**config.mk**
```make
export PLATFORM = sky130hd
export DESIGN_NAME = rou_mng_node
export DESIGN_NICKNAME = d
export VERILOG_FILES = /design/src/rtl/rou_mng_node.sv
export SDC_FILE = /design/constraint.sdc
export NUM_CORES = 1
export LEC_CHECK = 0
export ABC_AREA = 0
export BUFFER_PORTS_ARGS = -buffer_cell sky130_fd_sc_hd__buf_2
export CAP_MARGIN = 5
export CORE_AREA = 2 2 203 205
export CTS_CLUSTER_DIAMETER = 80
export DETAILED_ROUTE_END_ITERATION = 6
export DIE_AREA = 0 0 205 207
export PLACE_DENSITY = 0.47
export SLEW_MARGIN = 40
export SYNTH_ARGS = -nofsm -noshare
export SYNTH_HDL_FRONTEND = slang
export SYNTH_SLANG_ARGS = --single-unit
```
**constraint.sdc**
```tcl
create_clock -name clk -period 5.87 [get_ports clk]
set_clock_uncertainty 0.15 [all_clocks]
set_input_delay 0.8805 -clock clk [delete_from_list [all_inputs] [get_ports clk]]
set_output_delay 0.8805 -clock clk [all_outputs]
set_load 0.02 [all_outputs]
```
**src/rtl/rou_mng_node.sv**
```systemverilog
// rou_mng_node: management-message controller for one roubus ring node.
// Sits between the upstream and downstream ring ports. It executes RESET,
// ENUMERATE, CONTROL and REPORT requests addressed to this node, and it
// forwards all other traffic unchanged through a 1-deep registered output stage.
// Optional feature macro: ROU_MNG_NODE_STATS_EN. When it is defined, the node
// adds a 16-bit saturating counter of forwarded messages, and REPORT responses
// carry that counter in data bits 15:0.
module rou_mng_node #(
    parameter int DWID = 128,
    parameter int AWID = 32,
    parameter int TWID = 5,
    parameter int BWID = (DWID == 512) ? 6 :
                         (DWID == 256) ? 5 :
                         (DWID == 128) ? 4 :
                         (DWID == 64)  ? 3 : 2,
    parameter int IDW  = 8,
    parameter int CWID = 32,
    parameter int WID  = 2 + DWID + AWID + BWID + TWID
) (
    input  logic            clk,
    input  logic            rst,
    input  logic [WID-1:0]  in_msg,
    input  logic            in_vld,
    output logic            in_rdy,
    output logic [WID-1:0]  out_msg,
    output logic            out_vld,
    input  logic            out_rdy,
    input  logic [DWID-1:0] status_in,
    output logic [IDW-1:0]  node_id,
    output logic            enumerated,
    output logic [CWID-1:0] ctrl_out,
    output logic            ctrl_pulse,
    output logic [7:0]      bad_cnt
);

    // Field positions inside a packed message {cmd, tags, bytes, addr, data}
    localparam int ALSB = DWID;
    localparam int TLSB = DWID + AWID + BWID;
    localparam int CLSB = TLSB + TWID;

    typedef enum logic {
        EMPTY = 1'b0,
        FULL  = 1'b1
    } state_t;

    state_t          state_q;
    logic [WID-1:0]  outMsg_q;
    logic [IDW-1:0]  nodeId_q;
    logic            enum_q;
    logic [CWID-1:0] ctrl_q;
    logic            pulse_q;
    logic [7:0]      badCnt_q;

    logic [WID-1:0]  outMsg_d;
    logic [IDW-1:0]  nodeId_d;
    logic            enum_d;
    logic [CWID-1:0] ctrl_d;
    logic            pulse_d;

    logic            accept;
    logic            produce;
    logic            consumed;
    logic            badInc;
    logic            clrStats;
    logic            isMng;
    logic            hit;
    logic [1:0]      inCmd;
    logic [TWID-1:0] inTag;
    logic [IDW-1:0]  inId;
    logic [CWID-1:0] inCtrl;
    logic [DWID-1:0] reportData;

    assign inCmd  = in_msg[CLSB +: 2];
    assign inTag  = in_msg[TLSB +: TWID];
    assign inId   = in_msg[ALSB +: IDW];
    assign inCtrl = in_msg[0 +: CWID];

    assign isMng  = (inCmd == 2'b11);
    assign hit    = enum_q && (inId == nodeId_q);

    assign out_vld    = (state_q == FULL);
    assign in_rdy     = !out_vld || out_rdy;
    assign accept     = in_vld && in_rdy;
    assign out_msg    = outMsg_q;
    assign node_id    = nodeId_q;
    assign enumerated = enum_q;
    assign ctrl_out   = ctrl_q;
    assign ctrl_pulse = pulse_q;
    assign bad_cnt    = badCnt_q;

`ifdef ROU_MNG_NODE_STATS_EN
    logic [15:0] fwdCnt_q;

    assign reportData = {status_in[DWID-1:16], fwdCnt_q};

    // Forwarded-message counter; a RESET message clears it even though that message is itself forwarded
    always_ff @(posedge clk) begin
        if (rst) begin
            fwdCnt_q <= '0;
        end else if (accept && clrStats) begin
            fwdCnt_q <= '0;
        end else if (accept && produce && !consumed && (fwdCnt_q != 16'hFFFF)) begin
            fwdCnt_q <= fwdCnt_q + 16'd1;
        end
    end
`else
    assign reportData = status_in;
`endif

    // Decode the incoming message into its outgoing form and the node's next state
    always_comb begin
        outMsg_d = in_msg;
        nodeId_d = nodeId_q;
        enum_d   = enum_q;
        ctrl_d   = ctrl_q;
        pulse_d  = 1'b0;
        produce  = 1'b1;
        consumed = 1'b0;
        badInc   = 1'b0;
        clrStats = 1'b0;
        if (isMng && !inTag[0]) begin
            if (inTag == TWID'(0)) begin
                nodeId_d = '0;
                enum_d   = 1'b0;
                ctrl_d   = '0;
                clrStats = 1'b1;
            end else if (inTag == TWID'(2)) begin
                if (!enum_q) begin
                    if (inId != '1) begin
                        nodeId_d = inId;
                        enum_d   = 1'b1;
                        outMsg_d[ALSB +: IDW] = inId + IDW'(1);
                    end else begin
                        badInc = 1'b1;
                    end
                end
            end else if (inTag == TWID'(4)) begin
                if (hit) begin
                    ctrl_d   = inCtrl;
                    pulse_d  = 1'b1;
                    consumed = 1'b1;
                    outMsg_d[TLSB +: TWID] = TWID'(5);
                    outMsg_d[0 +: DWID]    = DWID'(inCtrl);
                end
            end else if (inTag == TWID'(6)) begin
                if (hit) begin
                    consumed = 1'b1;
                    outMsg_d[TLSB +: TWID] = TWID'(7);
                    outMsg_d[0 +: DWID]    = reportData;
                end
            end else begin
                produce = 1'b0;
                badInc  = 1'b1;
            end
        end
    end

    // Output-register FSM: holds one message until downstream takes it
    always_ff @(posedge clk) begin
        if (rst) begin
            state_q  <= EMPTY;
            outMsg_q <= '0;
        end else begin
            case (state_q)
                EMPTY: begin
                    if (accept && produce) begin
                        state_q  <= FULL;
                        outMsg_q <= outMsg_d;
                    end
                end
                FULL: begin
                    if (out_rdy) begin
                        if (accept && produce) begin
                            outMsg_q <= outMsg_d;
                        end else begin
                            state_q <= EMPTY;
                        end
                    end
                end
                default: state_q <= EMPTY;
            endcase
        end
    end

    // Node registers change only on an accepted message; a stalled input has no side effects
    always_ff @(posedge clk) begin
        if (rst) begin
            nodeId_q <= '0;
            enum_q   <= 1'b0;
            ctrl_q   <= '0;
            pulse_q  <= 1'b0;
            badCnt_q <= '0;
        end else begin
            pulse_q <= accept && pulse_d;
            if (accept) begin
                nodeId_q <= nodeId_d;
                enum_q   <= enum_d;
                ctrl_q   <= ctrl_d;
                if (badInc && (badCnt_q != 8'hFF)) begin
                    badCnt_q <= badCnt_q + 8'd1;
                end
            end
        end
    end

endmodule

```
Yosys cells after proc, flatten, opt, wreduce, memory -nomap -nowiden

Cells that the tools add are included.

Add/subtract/negate cells: 2
Multipliers: 0
Div/mod/pow operators: 0
Magnitude comparators: 0
Eq/ne operators: 10
Shift operators: 0
Multiplexer cells: 52
Bitwise logic cells: 1
Reduce and logical (&&, ||, !) cells: 18

Operators with widths:

| cell                                                                    | number |
|---|---|
| 128-bit two-way mux                                                     | 5 |
| 171-bit two-way mux                                                     | 2 |
| 171-bit case mux with 2 select lines                                    | 1 |
| 136-bit two-way mux                                                     | 2 |
| 32-bit two-way mux                                                      | 4 |
| 8-bit two-way mux                                                       | 7 |
| 5-bit two-way mux                                                       | 7 |
| 1-bit two-way mux                                                       | 23 |
| 8-bit by 1-bit adder with 8-bit output, second input constant           | 2 |
| 8-bit inequality test, second input constant                            | 2 |
| 5-bit by 3-bit equality test with 1-bit output, second input constant   | 2 |
| 5-bit AND reduction                                                     | 2 |
| 8-bit equality test                                                     | 1 |
| 2-bit nonzero test                                                      | 4 |
| 1-bit logical AND                                                       | 6 |
| 5-bit by 2-bit equality test with 1-bit output, second input constant   | 1 |
| 5-bit zero test                                                         | 1 |
| 2-bit inequality test, second input constant                            | 2 |
| 3-bit AND reduction                                                     | 1 |
| 2-bit equality test, second input constant                              | 1 |
| 1-bit zero test                                                         | 2 |
| 2-bit by 1-bit inequality test with 1-bit output, second input constant | 1 |
| 1-bit case mux with 2 select lines                                      | 1 |
| 2-bit AND reduction                                                     | 1 |
| other kinds (2)                                                         | 2 |

Register bits: 222
Bits in latches: 0
RAM bits: 0
Memory bits (read-only): 0
Memories: 0

Logic depth before layout (Yosys ltp)

Depth in word-level cells: 11
Gate-level depth with buffers: 9

Worst setup path before layout

No wires, ideal clock.

Kind: input to register
From: input in_msg[164]
To: register outMsg_q[17], in the netlist out_msg[17]
Setup time: 139 ps
Arrival: 2,727 ps
Data required time: 5,581 ps
Path slack: 2,853 ps
Stages on the path: 6
Cell sequence: or4b_4 -> or3b_4 -> nor4_4 -> buf_6 -> mux2i_1 -> a21oi_2

Cells in the longest elaborated chain, start to end: 10

RTL lines:

| element                                        | line     | RTL |
|---|---|---|
| from (decl)                                    | 22       | `input logic [WID-1:0] in_msg,` |
| 5-bit by 3-bit equality test with 1-bit output | 145      | `end else if (inTag == TWID'(6)) begin` |
| 1-bit two-way mux                              | 145      |  |
| 1-bit two-way mux                              | 137      | `end else if (inTag == TWID'(4)) begin` |
| 1-bit two-way mux                              | 127      | `end else if (inTag == TWID'(2)) begin` |
| 1-bit two-way mux                              | 122      | `if (inTag == TWID'(0)) begin` |
| 1-bit two-way mux                              | 121      | `if (isMng && !inTag[0]) begin` |
| 1-bit logical AND                              | 166, 173 |  |
| 171-bit two-way mux *                          | 166, 173 |  |
| 171-bit two-way mux                            | 172      | `if (out_rdy) begin` |
| 171-bit case mux with 2 select lines *         | 164      | `case (state_q)` |
| to (signal assigned)                           | 168      | `outMsg_q <= outMsg_d;` |
| to (signal assigned)                           | 174      | `outMsg_q <= outMsg_d;` |
| to (decl)                                      | 47       | `logic [WID-1:0] outMsg_q;` |

Mark *: on every way between the ends. The rest lies on a longest branch, timed or not. The select of a mux whose other input is x is not followed.
A chain may end at the register's enable or synchronous reset.

Worst setup path after layout

From: input in_msg[164]
To: register ctrl_q[26], in the netlist ctrl_out[26]

Cells in the longest elaborated chain, start to end: 3

RTL lines:

| element                                                                      | line | RTL |
|---|---|---|
| 5-bit by 2-bit equality test with 1-bit output, or another cell as far along | 127  |  |
| 2-bit inequality test (no source line), or another cell as far along         | -    |  |
| 5-bit AND reduction (no source line)                                         | -    |  |
| to (signal assigned)                                                         | 198  | `ctrl_q <= ctrl_d;` |
| to (decl)                                                                    | 50   | `logic [CWID-1:0] ctrl_q;` |

Parallel ways exist; a longest one is shown, timed or not.

==> flow_summary.json <==
{
  "status": "completed",
  "track_usage_pct": 16.9,
  "fp.dieH_um": 207,
  "max_freq_ghz": 0.327,
  "report.final.slew_viol_count": 0,
  "synth-seq-cells": 222,
  "synthTopCellsByCount": "nand2_1, dfxtp_1, nand3_1",
  "synth_fp_nets": 1372,
  "routedWlPerCell_um": 18.1,
  "clkSinkCount": 222,
  "drtPass1Iterations": 5,
  "rows": 74,
  "fin_crit_sh_pct": 52.2,
  "async_flop_share_pct": 0,
  "synth_warnings": 0,
  "path_class": "input pin to flip-flop",
  "ctsHoldBuffers": 0,
  "wl_um": 38100,
  "drive_above_1_share_pct": 41.1,
  "clkLatencyLatePin_ns": 0.55,
  "antenna_found_initial": 12,
  "core-area_um2": 40400,
  "grt_max_degree": 88,
  "yosysMostFrequentCell": "nand2_1",
  "avgViaCountPerCell": 4.59,
  "crit_path_end_kind": "flip-flop",
  "drc_errors": 0,
  "vias": 9695,
  "cts_max_path_buffers": 3,
  "final_antenna_net_count": 0,
  "crit_arrival_ns": 3.39,
  "htreeDepth": 1,
  "internal_power_mw": 2.91,
  "cts_made_buffers": 28,
  "portBuffers": 525,
  "holdWs_ns": 0.299,
  "netlist_instances": 1067,
  "combinationalPowerShare_pct": 13.5,
  "hp-class": "flip-flop to flip-flop",
  "slew-limit-headroom_pct": 49.3,
  "hold_viol_final": 0,
  "crit_chain": "buf_2, or4b_4, or3b_4, nor3_1, and4_2, buf_4, a32o_1",
  "required_ns": 6.20,
  "synth.top_cell.area_share_pct": 48.2,
  "worstMarginPinSlew_ns": 0.761,
  "syn_to_final_growth_pct": 45.4,
  "grt_pass1_wl_um": 55900,
  "yosysUniqueCellTypes": 48,
  "period_minus_slack_ns": 3.06,
  "drtIter0Drc": 417,
  "crit_fanout": 26,
  "fin_nets": 1860,
  "ys_top_cells_by_area": "dfxtp_1, nand2_1, o211ai_1",
  "p_clk_share_pct": 45.3,
  "post-dp-hpwl_um": 28900,
  "grt_pass1_vias": 9350,
  "die_w_um": 205,
  "grt-ovfl-total": 0,
  "io_pins": 526,
  "yosysSeqAreaShare_pct": 48.2,
  "ys.flop_type": "dfxtp_1",
  "power.share.switching_pct": 26.6,
  "maxCapViolations": 0,
  "start_util_pct": 22.8,
  "ir_drop_mv": 0.222,
  "slowest_stage": "and4_2",
  "cp-start-kind": "input pin",
  "setup_tns_ns": 0,
  "clk_pin_slew_ns": 0.06,
  "yosys.area.top_type": "dfxtp_1",
  "p_switching_mw": 1.05,
  "synth_edf_count": 0,
  "die_area_um2": 42400,
  "netlist_area_um2": 9220,
  "syn_area_per_cell_um2": 8.64,
  "root_buffer": "clkbuf_16",
  "setup_viol": 0,
  "cts_resized": 0,
  "crit_path_max_incr_delay_ns": 0.71,
  "p_leak_nw": 5.80,
  "powerDensity_nw_per_um2": 295,
  "p_seq_share_pct": 41.2,
  "rsz0062_at_grt": "false",
  "gp_congestion": 0.778,
  "post-cts-setup-buffer-count": 0,
  "cts_tree": "yes"
}
-- power by group through the flow --
stage / Combinational, mW / Clock [mW] / Sequential (mW)
final: 0.533 / 1.79 / 1.63
after global routing: 0.582 / 1.92 / 1.64
after CTS: 0.543 / 1.86 / 1.63
after detailed placement: 0.542 / 0 / 1.66
after global placement: 0.531 / 0 / 1.66
after floorplan: 0.171 / 0 / 1.76
-- final cells by class --
class | count | area [um2]
Clock buffer | 37 | 786
Sequential cell | 222 | 4440
Timing Repair Buffer | 552 | 2910
Clock inverter | 14 | 181
Antenna cell | 3 | 7.51
Fill cell | 4376 | 27000
Tap cell | 532 | 666
Multi-Input combinational cell | 747 | 4390
Inverter | 4 | 15.0
-- through the flow --
step	cells	setup slack (ns)	power (mW)	cell area (um2)	util (%)
after floorplan	1067	2.85	1.93	9220	-
after global placement	2052	1.97	2.19	12300	30.5
after detailed placement	2057	2.18	2.21	12400	30.8
after CTS	2108	2.77	4.04	13400	33.2
after global routing	2110	2.61	4.14	13400	33.2
final	2111	2.81	3.96	13400	33.2
-- cell families (layout without fill, tap and decap cells) --
| kind of cell | after synthesis | count (layout) | synth area share (%) |
|---|---|---|---|
| simple gates | 427 | 427 | 20.6 |
| compound gates | 264 | 264 | 20.7 |
| flops | 222 | 222 | 48.2 |
| buf+inv | 98 | 607 | 4.63 |
| mux | 35 | 35 | 3.81 |
| xor+xnor | 19 | 19 | 1.80 |
| fa+ha+maj | 2 | 2 | 0.271 |
| other cells | 0 | 3 | 0 |
-- registers in the layout, summed over array words and instances (netlist names) --
name	cells
out_msg	171
enumerated	1
node_id	8
out_vld	1
ctrl_pulse	1
bad_cnt	8
ctrl_out	32
-- metal layers --
| metal | GRT usage [%] | routed length [um] |
|---|---|---|
| met1 | 18.0 | 14100 |
| met2 | 30.1 | 18900 |
| met3 | 7.05 | 4210 |
| met4 | 4.94 | 848 |
| met5 | 0 | 75 |
-- cells in the final DEF (no fill, tap or decap), drive strengths merged, types with 2 or more instances in the layout --
cell | Yosys | layout
or4b | 2 | 2
dfxtp | 222 | 222
nor2b | 2 | 2
a211oi | 2 | 2
nor4 | 6 | 6
o211ai | 97 | 97
inv | 3 | 4
mux2i | 34 | 34
a22o | 9 | 9
a32o | 32 | 32
clkinvlp | 0 | 3
clkbuf | 61 | 37
nand2 | 266 | 266
bufinv | 0 | 4
o21ai | 42 | 42
or2 | 2 | 2
and3 | 3 | 3
a21oi | 76 | 76
ha | 2 | 2
nand3 | 107 | 107
nor3 | 9 | 9
diode | 0 | 3
and4 | 3 | 3
xor2 | 2 | 2
nor2 | 13 | 13
clkinv | 1 | 7
buf | 33 | 552
xnor2 | 17 | 17
nand4 | 5 | 5
-- worst max-delay path: cells and delay by family --
family          cells  cell delay [ns]
compound gates      1             0.12
buf+inv             2             0.40
simple gates        4             1.96
-- path summary, 6_finish.rpt --
check / startpoint / end / slack [ns] / cells after the start
max: in_msg[164] / ctrl_out[26] / 2.81 / 7
min: out_msg[162] / out_msg[162] / 0.30 / 2
max reg2reg: node_id[1] / out_msg[45] / 3.25 / 7
min reg2reg: out_msg[162] / out_msg[162] / 0.30 / 2
(Power assumes the default switching activity.)
